==> src/rtl/arm_mem_pkg.sv <==
// rtl/arm_mem_pkg.sv - shared types for the camera/CPU memory arbiter
//   grant_t     : which requester owns the memory port this cycle
//   arb_state_t : CPU load sequencing (IDLE, RD_DATA)
//   cam_wr_t    : one buffered pixel write at the default 32/32 widths
package arm_mem_pkg;

    typedef enum logic [1:0] {
        GNT_NONE,
        GNT_CPU,
        GNT_CAM
    } grant_t;

    typedef enum logic {
        IDLE,
        RD_DATA
    } arb_state_t;

    localparam int CAM_WR_ADDR_W = 32;
    localparam int CAM_WR_DATA_W = 32;

    typedef struct packed {
        logic [CAM_WR_ADDR_W-1:0] addr;
        logic [CAM_WR_DATA_W-1:0] data;
    } cam_wr_t;

endpackage

==> src/rtl/cam_write_fifo.sv <==
// rtl/cam_write_fifo.sv - camera pixel write FIFO
//   clk, reset    : clock, asynchronous active-low reset (empties the FIFO)
//   push/pushData : enqueue when push && !full
//   pop/popData   : popData shows the head; dequeue when pop && !empty
//   full, empty   : occupancy flags
//   level         : occupancy, 0..DEPTH
module cam_write_fifo #(
    parameter int DEPTH = 4,
    parameter int WIDTH = 64
) (
    input  logic                     clk,
    input  logic                     reset,
    input  logic                     push,
    input  logic [WIDTH-1:0]         pushData,
    input  logic                     pop,
    output logic [WIDTH-1:0]         popData,
    output logic                     full,
    output logic                     empty,
    output logic [$clog2(DEPTH):0]   level
);

    localparam int PTR_W = $clog2(DEPTH);
    localparam int LVL_W = PTR_W + 1;

    logic [WIDTH-1:0] storage [DEPTH];
    logic [PTR_W-1:0] wrPtr;
    logic [PTR_W-1:0] rdPtr;
    logic             doPush;
    logic             doPop;

    assign full    = (level == LVL_W'(DEPTH));
    assign empty   = (level == '0);
    assign doPush  = push && !full;
    assign doPop   = pop && !empty;
    // Head is read from storage only, so a push is never visible the same cycle.
    assign popData = storage[rdPtr];

    always_ff @(posedge clk) begin
        if (doPush) begin
            storage[wrPtr] <= pushData;
        end
    end

    // DEPTH is a power of two, so the pointers wrap by natural overflow.
    always_ff @(posedge clk or negedge reset) begin
        if (!reset) begin
            wrPtr <= '0;
            rdPtr <= '0;
            level <= '0;
        end else begin
            if (doPush) begin
                wrPtr <= wrPtr + PTR_W'(1);
            end
            if (doPop) begin
                rdPtr <= rdPtr + PTR_W'(1);
            end
            case ({doPush, doPop})
                2'b10:   level <= level + LVL_W'(1);
                2'b01:   level <= level - LVL_W'(1);
                default: level <= level;
            endcase
        end
    end

endmodule

==> src/rtl/camera_mem_arbiter.sv <==
// rtl/camera_mem_arbiter.sv - shares one synchronous RAM port between CPU and camera
//   cpu_*      : memory-stage request, load data and pipeline stall
//   cam_*      : valid/ready pixel write stream into the camera FIFO
//   mem_*      : single RAM port, combinational from the grant; read data one cycle later
//   fifo_level : camera FIFO occupancy
module camera_mem_arbiter
    import arm_mem_pkg::*;
#(
    parameter int ADDR_W         = 32,
    parameter int DATA_W         = 32,
    parameter int CAM_FIFO_DEPTH = 4,
    parameter int CAM_MAX_WAIT   = 8
) (
    input  logic                            clk,
    input  logic                            reset,
    input  logic                            cpu_req,
    input  logic                            cpu_we,
    input  logic [ADDR_W-1:0]               cpu_addr,
    input  logic [DATA_W-1:0]               cpu_wdata,
    output logic [DATA_W-1:0]               cpu_rdata,
    output logic                            cpu_stall,
    input  logic                            cam_valid,
    output logic                            cam_ready,
    input  logic [ADDR_W-1:0]               cam_addr,
    input  logic [DATA_W-1:0]               cam_data,
    output logic                            mem_en,
    output logic                            mem_we,
    output logic [ADDR_W-1:0]               mem_addr,
    output logic [DATA_W-1:0]               mem_wdata,
    input  logic [DATA_W-1:0]               mem_rdata,
    output logic [$clog2(CAM_FIFO_DEPTH):0] fifo_level
);

    localparam int WAIT_W = $clog2(CAM_MAX_WAIT + 1);
    localparam logic [WAIT_W-1:0] MAX_WAIT_CNT = WAIT_W'(CAM_MAX_WAIT);

    arb_state_t                 state;
    arb_state_t                 nextState;
    grant_t                     grant;
    logic [WAIT_W-1:0]          waitCnt;
    logic                       forceCam;
    logic                       fifoFull;
    logic                       fifoEmpty;
    logic                       fifoPush;
    logic                       fifoPop;
    logic [ADDR_W+DATA_W-1:0]   fifoHead;

    assign cam_ready = reset && !fifoFull;
    assign fifoPush  = cam_valid && cam_ready;
    assign fifoPop   = (grant == GNT_CAM);

    cam_write_fifo #(
        .DEPTH (CAM_FIFO_DEPTH),
        .WIDTH (ADDR_W + DATA_W)
    ) u_camFifo (
        .clk      (clk),
        .reset    (reset),
        .push     (fifoPush),
        .pushData ({cam_addr, cam_data}),
        .pop      (fifoPop),
        .popData  (fifoHead),
        .full     (fifoFull),
        .empty    (fifoEmpty),
        .level    (fifo_level)
    );

    assign forceCam = !fifoEmpty && (fifoFull || (waitCnt == MAX_WAIT_CNT));

    always_ff @(posedge clk or negedge reset) begin
        if (!reset) begin
            state <= IDLE;
        end else begin
            state <= nextState;
        end
    end

    always_comb begin
        grant     = GNT_NONE;
        nextState = state;
        case (state)
            IDLE: begin
                if (forceCam) begin
                    grant = GNT_CAM;
                end else if (cpu_req) begin
                    grant = GNT_CPU;
                end else if (!fifoEmpty) begin
                    grant = GNT_CAM;
                end
                if (grant == GNT_CPU && !cpu_we) begin
                    nextState = RD_DATA;
                end
            end
            RD_DATA: begin
                // The CPU only collects read data here, so the port is free to drain a pixel.
                if (!fifoEmpty) begin
                    grant = GNT_CAM;
                end
                nextState = IDLE;
            end
            default: nextState = IDLE;
        endcase
        // Outputs must read zero for the whole reset window, not only after a clock edge.
        if (!reset) begin
            grant = GNT_NONE;
        end
    end

    always_ff @(posedge clk or negedge reset) begin
        if (!reset) begin
            waitCnt <= '0;
        end else if (fifoEmpty || grant == GNT_CAM) begin
            waitCnt <= '0;
        end else if (waitCnt != MAX_WAIT_CNT) begin
            waitCnt <= waitCnt + WAIT_W'(1);
        end
    end

    always_comb begin
        mem_en    = (grant != GNT_NONE);
        mem_we    = (grant == GNT_CAM) || (grant == GNT_CPU && cpu_we);
        mem_addr  = '0;
        mem_wdata = '0;
        if (grant == GNT_CAM) begin
            mem_addr  = fifoHead[ADDR_W+DATA_W-1:DATA_W];
            mem_wdata = fifoHead[DATA_W-1:0];
        end else if (grant == GNT_CPU) begin
            mem_addr  = cpu_addr;
            mem_wdata = cpu_wdata;
        end
    end

    // Only a granted store lets the CPU proceed from IDLE; loads and lost arbitration stall.
    assign cpu_stall = reset && (state == IDLE) && cpu_req && !(grant == GNT_CPU && cpu_we);
    assign cpu_rdata = (state == RD_DATA) ? mem_rdata : '0;

endmodule
==> config.mk <==
export PLATFORM = sky130hd
export DESIGN_NAME = camera_mem_arbiter
export DESIGN_NICKNAME = d
export VERILOG_FILES = /design/src/rtl/arm_mem_pkg.sv /design/src/rtl/cam_write_fifo.sv /design/src/rtl/camera_mem_arbiter.sv
export SDC_FILE = /design/constraint.sdc
export NUM_CORES = 1
export LEC_CHECK = 0
export BUFFER_PORTS_ARGS = -buffer_cell sky130_fd_sc_hd__buf_2
export CORE_ASPECT_RATIO = 0.6
export CORE_MARGIN = 2
export CORE_UTILIZATION = 45
export CTS_CLUSTER_DIAMETER = 100
export DETAILED_ROUTE_END_ITERATION = 12
export PLACE_DENSITY = 0.69
export SLEW_MARGIN = 20
export SYNTH_ARGS = -nofsm -noshare
export SYNTH_HDL_FRONTEND = slang
export SYNTH_SLANG_ARGS = --single-unit
==> constraint.sdc <==
create_clock -name clk -period 3.3 [get_ports clk]
set_input_delay 0.825 -clock clk [delete_from_list [all_inputs] [get_ports clk]]
set_output_delay 0.825 -clock clk [all_outputs]
set_load 0.01 [all_outputs]
==> metrics.md, run 1 <==
| Metric | Value |
|---|---|
| CTS Sinks | 268 |
| DR vias | 6141 |
| Worst-margin pin slew | about 570 ps |
| Routability Congestion | between 0.7 and 0.8 |
| Mapped Cells | 520 |
| VDD IR max | 408 uV |
| Clk_lat worst skew | 520 ps |
| Wire per inst | approximately 21 um |
| Max cap viols | 0 |
| Tot GR Track Use | 18.9% |
| Tightest Hold Check Type | in -> async |
| Core Area | 23400 um2 |
| DRC violations left | 0 |
| Non-Filler Instances | 1142 |
| Simple-gate share of the synthesized area | approximately 3.2% |
| Crit start category | flop |
| Pin count of the biggest net entering global routing | 37 |
| Vias in the first global route | 6367 |
| Port-buffer cells | around 270 |
| Clock transition at path regs | about 60 ps |
| Area of the multi-input gates | around 2700 um2 |
| Final slew viol count | 0 |
| Placed cell areas | 12600 um2 |
| Commonest non-fill, non-tap cell in the layout | buf_2 |
| Number of fill cells | 1734 |
| Critical Path RT | ~2500 ps |
| Worst setup margin | ~100 ps |
| Initial Utilization | 46.4% |
| First-pass iteration count of the detailed router | 4 |
| CTS Buffer Depth | 3 |
| Share of the synthesized area in the top cell type | 70.8% |
| Max Clock Skew | between 15 and 20 ps |
| Nets | 978 |
| Peak Freq | between 300 and 400 MHz |
| CTS Hold Buffers Added | 0 |
| Final instance area | around 14000 um2 |
| FFs w/ async S/R, synth | ~4.5% |
| Final hold violation count | 0 |
| Fin crit share | 96.9% |
| GR Overflow Total | 0 |
| Setup crit end kind | primary output |
| CTS tree | built |
| Worst Setup SP | waitCnt[0]$_DFFE_PN0P_ |
| Pwr Density | 789 nW/um2 |
| Mean Syn Cell Area | 20.9 um2 |
| Antenna viol nets, final | 0 |
| Xor-xnor portion of the synthesized cell area | less than 1% |
| Largest family of logic cells by synthesized area | multiplexers |
| Vias per cell | 5.38 |
| Routed wire length | 24200 um |
| Worst Setup Path Type | reg -> out |
| # rows | 43 |
| Overall Power | approximately 11000 uW |
| CTS buffer count | 25 |
| Post-DP HPWL | roughly 16000 um |
| Post-Syn Nets | 693 |
| Layout cells sized above 1 | approximately half |
| Antenna violations before repair | 8 |
| Register area share after synthesis | 73.5% |
| Leading area contributor after synthesis | edfxtp_1 |
| Post-layout min period | 3200 ps |
| Yosys Warn Count | 0 |
| Outcome | completed |
| CP max FO | 36 |
| Clk root buf | clkbuf_16 |
| Synth Register Bits | 268 |
| Reg2Reg Launch Point | waitCnt[0]$_DFFE_PN0P_ |
| Setup slack at placement | 346 ps |
| Final setup viols | 0 |
| Distinct cells, synth | 36 |
| Layout area overhead | 25.7% |
| Mux cell area share after synthesis | 13.6% |
| # placed instances | 1087 |
| Critical Path AT | between 2000 and 2500 ps |
| Commonest cells after routing, fill and taps aside | 267 x buf_2, 256 x edfxtp_1, 64 x mux4_2, 64 x a22o_1, 34 x and2_1 |
| Mapped cell area | 10900 um2 |
| Setup_tns | 0 ps |
| First-pass GRT wire length | 36900 um |
| Reg area | 7990 um2 |
| Synth Area in Compound Gates | 5.68% |
| Top post-synthesis cells by area | edfxtp_1 71%, mux4_2 13%, a22o_1 5.2% |
| Leakage | 0.00519 uW |
| Die Area | 25400 um2 |
| Die X | 205 um |
| # H-tree levels | 1 |
| EDFF count, synth | ~260 |
| Ys flop type | edfxtp_1 |
| Max-Slew Margin vs Limit | 61.4% |
| DRT iter0 DRCs | between 400 and 500 |
| Boundary Pins | 268 |
| Post-Synth Adder-Cell Area | 0.991% |
| Die Height | 124 um |
-- final timing paths --
kind,depth (start not counted),slack (ps),to
setup / recovery,7,100,mem_addr[22]
setup reg to reg,11,710,u_camFifo.level[2]$_DFFE_PN0P_
max in group asynchronous,2,2810,u_camFifo.rdPtr[0]$_DFFE_PN0P_
min in group clk,2,520,state$_DFF_PN0_
hold reg to reg,1,560,u_camFifo.level[2]$_DFFE_PN0P_
hold / removal,2,280,state$_DFF_PN0_
-- per-layer routing --
metal  wire length (um)  GRT usage (%)  up-vias  share of wire [%]
met1              11200           28.1     3145                 46
met4                437           3.84        8                1.8
li1                   -              -     2736                  -
met2              10800           28.7      211                 45
met3               1740           4.58       41                7.2
met5                 42              0        -               0.17
-- stage by stage --
step	util, %	hold WS (ps)
after CTS	58.2	259
after floorplan	-	529
final	58.3	282
after global placement	54.0	538
after global routing	58.3	284
after detailed placement	54.0	546
-- final cells by class --
cell class | count | share of cell area [%]
Sequential cell | 268 | 58.5
Clock buffer | 27 | 4.64
Timing Repair Buffer | 292 | 12.1
Antenna cell | 4 | 0.0733
Tap cell | 315 | 2.89
Inverter | 8 | 0.220
Multi-Input combinational cell | 210 | 19.5
Clock inverter | 18 | 2.01
-- kinds of logic (layout without fill, tap and decap cells) --
group	Yosys count	after routing
AOI/OAI and AO/OA	71	71
xor gates and xnor gates	9	9
adders and majority gates	8	8
buffers and inverters	42	345
DFF	268	268
muxes	67	67
other	0	4
and+or+nand+nor	55	55
-- where the power goes --
group	internal, uW	switching, uW	total [uW]
Clock	1940	1230	3170
Combinational	1610	1660	3270
Sequential	4160	173	4330
Total	7710	3060	10800
-- Yosys cell counts (2+ instances only) --
cell / count
ha_1: 7
inv_1: 8
nor3_1: 3
xor2_1: 4
mux4_2: 64
edfxtp_1: 256
clkbuf_1: 11
dfrtp_1: 12
a22o_1: 64
mux2i_1: 2
buf_2: 12
buf_6: 9
and2_1: 38
nor2_1: 3
xnor2_1: 5
buf_4: 2
-- sequential cells by signal, summed over array words and instances (netlist names) --
signal,count
u_camFifo.wrPtr,2
u_camFifo.storage,256
waitCnt,4
u_camFifo.level,3
u_camFifo.rdPtr,2
state,1
-- critical path: stages (launching register included) --
cell,delay [ps]
dfrtp_1,370
inv_1,80
ha_1,200
and3b_2,280
o311a_4,370
buf_12,200
a22o_1,220
buf_2,140
-- timing repair --
item / CTS / global route
gates resized for setup: 3 / 2
setup endpoints to repair: 65 / 65
buffers inserted: 4 / 1
cloned: 1 / 0
pin swaps: 0 / 1
No activity file was read; power rests on OpenSTA's default activity.
==> inputs of run 2 (changes only) <==
--- a/config.mk
+++ b/config.mk
@@ -11,7 +11,7 @@
 export CORE_UTILIZATION = 45
 export CTS_CLUSTER_DIAMETER = 100
 export DETAILED_ROUTE_END_ITERATION = 12
-export PLACE_DENSITY = 0.69
+export PLACE_DENSITY = 0.73
 export SLEW_MARGIN = 20
 export SYNTH_ARGS = -nofsm -noshare
 export SYNTH_HDL_FRONTEND = slang
==> run 2 against run 1 <==
Sequential share of layout area rose by 0.075 points. Fmax barely moved. Via count fell by 0.26%. Worst setup slack got worse by 2.7 ps. Global-route usage fell by 0.95 points. Final cell count barely moved. Critical endpoint is now mem_wdata[25]. Critical path type unchanged. Power fell by 3.3%. First-iteration DRC count rose by 0.68%. Final area fell by 0.13%. Clock power fell by 10%. Largest cell class unchanged. Sequential power barely moved.
==> metrics.md, run 2 (synthesized netlist as in run 1, its figures left out) <==
| Metric | Value |
|---|---|
| Outcome | completed |
| Port-buffer cells | 267 (unchanged) |
| Post-DP HPWL | 15300 um (-2.4%) |
| Vias per cell | 5.36 (-0.35%) |
| Max Clock Skew | 7.45 ps (-8.30 ps) |
| Largest Register | u_camFifo.storage |
| Core Area | 23400 um2 (unchanged) |
| Post-layout min period | 3200 ps (+2.69 ps) |
| Layout cells sized above 1 | 49.5% (about the same) |
| Wire per inst | 21.6 um (+1.7%) |
| CTS tree | built |
| CTS buffer count | 24 (-4.0%) |
| DRC violations left | 0 (unchanged) |
| Final hold violation count | 0 (unchanged) |
| CP max FO | 16 (-56%) |
| Pwr Density | 764 nW/um2 (-3.1%) |
| Commonest cells after routing, fill and taps aside | 267 x buf_2, 256 x edfxtp_1, 64 x mux4_2, 64 x a22o_1, 34 x and2_1 |
| Initial Utilization | 46.4% (unchanged) |
| Die Height | 124 um (unchanged) |
| Routability Congestion | 0.745 (-6.2%) |
| CTS Buffer Depth | 3 (unchanged) |
| Crit start category | flop |
| Reg-to-reg slack, setup | 850 ps (+140 ps) |
| GR Overflow Total | 0 (unchanged) |
| Die Area | 25400 um2 (unchanged) |
| Clk root buf | clkbuf_16 |
| Layout area overhead | 25.5% |
| Worst-margin pin slew | 493 ps (-79.0 ps) |
| Max cap viols | 0 (unchanged) |
| Critical Path AT | 2380 ps (about the same) |
| Setup_tns | 0 ps (unchanged) |
| Boundary Pins | 268 (unchanged) |
| Routed wire length | 24600 um (+1.8%) |
| Worst setup margin | 98.7 ps (-2.69 ps) |
| Leakage | 0.00520 uW (+0.13%) |
| Tightest Hold Check Type | in -> async |
| # rows | 43 (unchanged) |
| Fin crit share | 97.0% (about the same) |
| Antenna viol nets, final | 0 (unchanged) |
| Setup crit end kind | primary output |
| # H-tree levels | 1 (unchanged) |
| Max-Slew Margin vs Limit | 67.0% (+5.6 points) |
| Largest regs | u_camFifo.storage x256, waitCnt x4, u_camFifo.level x3 |
| Reg2reg path depth | 11 (unchanged) |
| Setup slack at placement | 288 ps (-57.8 ps) |
| Clock transition at path regs | 70 ps (about the same) |
| DR vias | 6125 (-0.26%) |
| DRT iter0 DRCs | 446 (+0.68%) |
| Vias in the first global route | 6182 (-2.9%) |
| Tot GR Track Use | 18.0% (-0.95 points) |
| Capturing point of the worst reg2reg path | u_camFifo.level[2]$_DFFE_PN0P_ |
| Final setup viols | 0 (unchanged) |
| Clk_lat worst skew | 500 ps (-20 ps) |
| First-pass iteration count of the detailed router | 4 (unchanged) |
| Final slew viol count | 0 (unchanged) |
| Antenna violations before repair | 2 (-6) |
| CTS Hold Buffers Added | 0 (unchanged) |
| First-pass GRT wire length | 35100 um (-4.8%) |
| Die X | 205 um (unchanged) |
| Nets | 983 (+0.51%) |
| Critical Path RT | 2470 ps (about the same) |
| Pin count of the biggest net entering global routing | 66 (+78%) |
| VDD IR max | 440 uV (+7.8%) |
| Commonest non-fill, non-tap cell in the layout | buf_2 |
| Reg2Reg Launch Point | waitCnt[0]$_DFFE_PN0P_ |
| Largest register FFs | 256 (unchanged) |
| CTS Sinks | 268 (unchanged) |
| Unrepaired setup endpoints after global routing | no |
| Peak Freq | 312 MHz (about the same) |
| Worst Setup Path Type | reg -> out |
-- run 2: stage by stage --
| stage | power (uW) | hold WS [ps] | area [um2] | utilization [%] | cells |
|---|---|---|---|---|---|
| floorplan | 6520 | 529 | 10900 | - | 520 |
| global placement | 7540 | 545 | 12600 | 54.0 | 1087 |
| detailed placement | 7580 | 543 | 12600 | 54.0 | 1087 |
| CTS | 10400 | 112 | 13500 | 57.5 | 1130 |
| global route | 11000 | 117 | 13600 | 58.3 | 1143 |
| finish | 10400 | 137 | 13600 | 58.3 | 1143 |
-- run 2: critical path, stage by stage, from the launching register on --
cell and delay [ps]:
dfrtp_1 390, inv_2 60, ha_2 170, and3b_1 190
buf_6 130, a211oi_4 260, buf_12 190, buf_16 180
a22o_1 160, buf_2 130
-- run 2: area by class of cell --
cell class | instances | area, um2
Sequential cell | 268 | 7990
Fill cell | 1772 | 9770
Clock buffer | 28 | 637
Multi-Input combinational cell | 210 | 2650
Antenna cell | 1 | 2.50
Clock inverter | 15 | 169
Inverter | 8 | 30.0
Timing Repair Buffer | 298 | 1760
Tap cell | 315 | 394
-- run 2: power breakdown --
group	total (uW)	switching (uW)	leakage [uW]	internal, uW
registers	4300	144	0.00247	4160
logic	3280	1660	0.00233	1620
clock network	2840	1150	0.000399	1690
-- run 2: repair_timing --
| action | in CTS | in global routing |
|---|---|---|
| gates resized for setup | 1 | 12 |
| buffers inserted | 0 | 6 |
| setup endpoints to repair | 49 | 65 |
| pin swaps | 0 | 3 |
| cloned | 0 | 6 |
-- run 2: worst max-delay path by stage --
stage / slack, ps / startpoint / end / depth (start not counted)
6_report: 100 / waitCnt[0]$_DFFE_PN0P_ / mem_wdata[25] / 9
5_1_grt: 0.9 / waitCnt[0]$_DFFE_PN0P_ / mem_wdata[11] / 9
4_1_cts: 20 / waitCnt[0]$_DFFE_PN0P_ / mem_wdata[17] / 8
3_5_place_dp: 290 / cpu_req / mem_wdata[18] / 6
3_3_place_gp: 330 / cpu_req / mem_wdata[18] / 6
2_1_floorplan: 160 / reset / u_camFifo.storage[0][0]$_DFFE_PP_ / 3
-- run 2: layer usage --
metal	vias up	track usage (%)	part of all wire, %
met5	-	0	0
met4	0	3.32	1.2
met3	31	3.53	8.1
met2	259	29.7	48
met1	3096	25.2	42
li1	2739	-	-
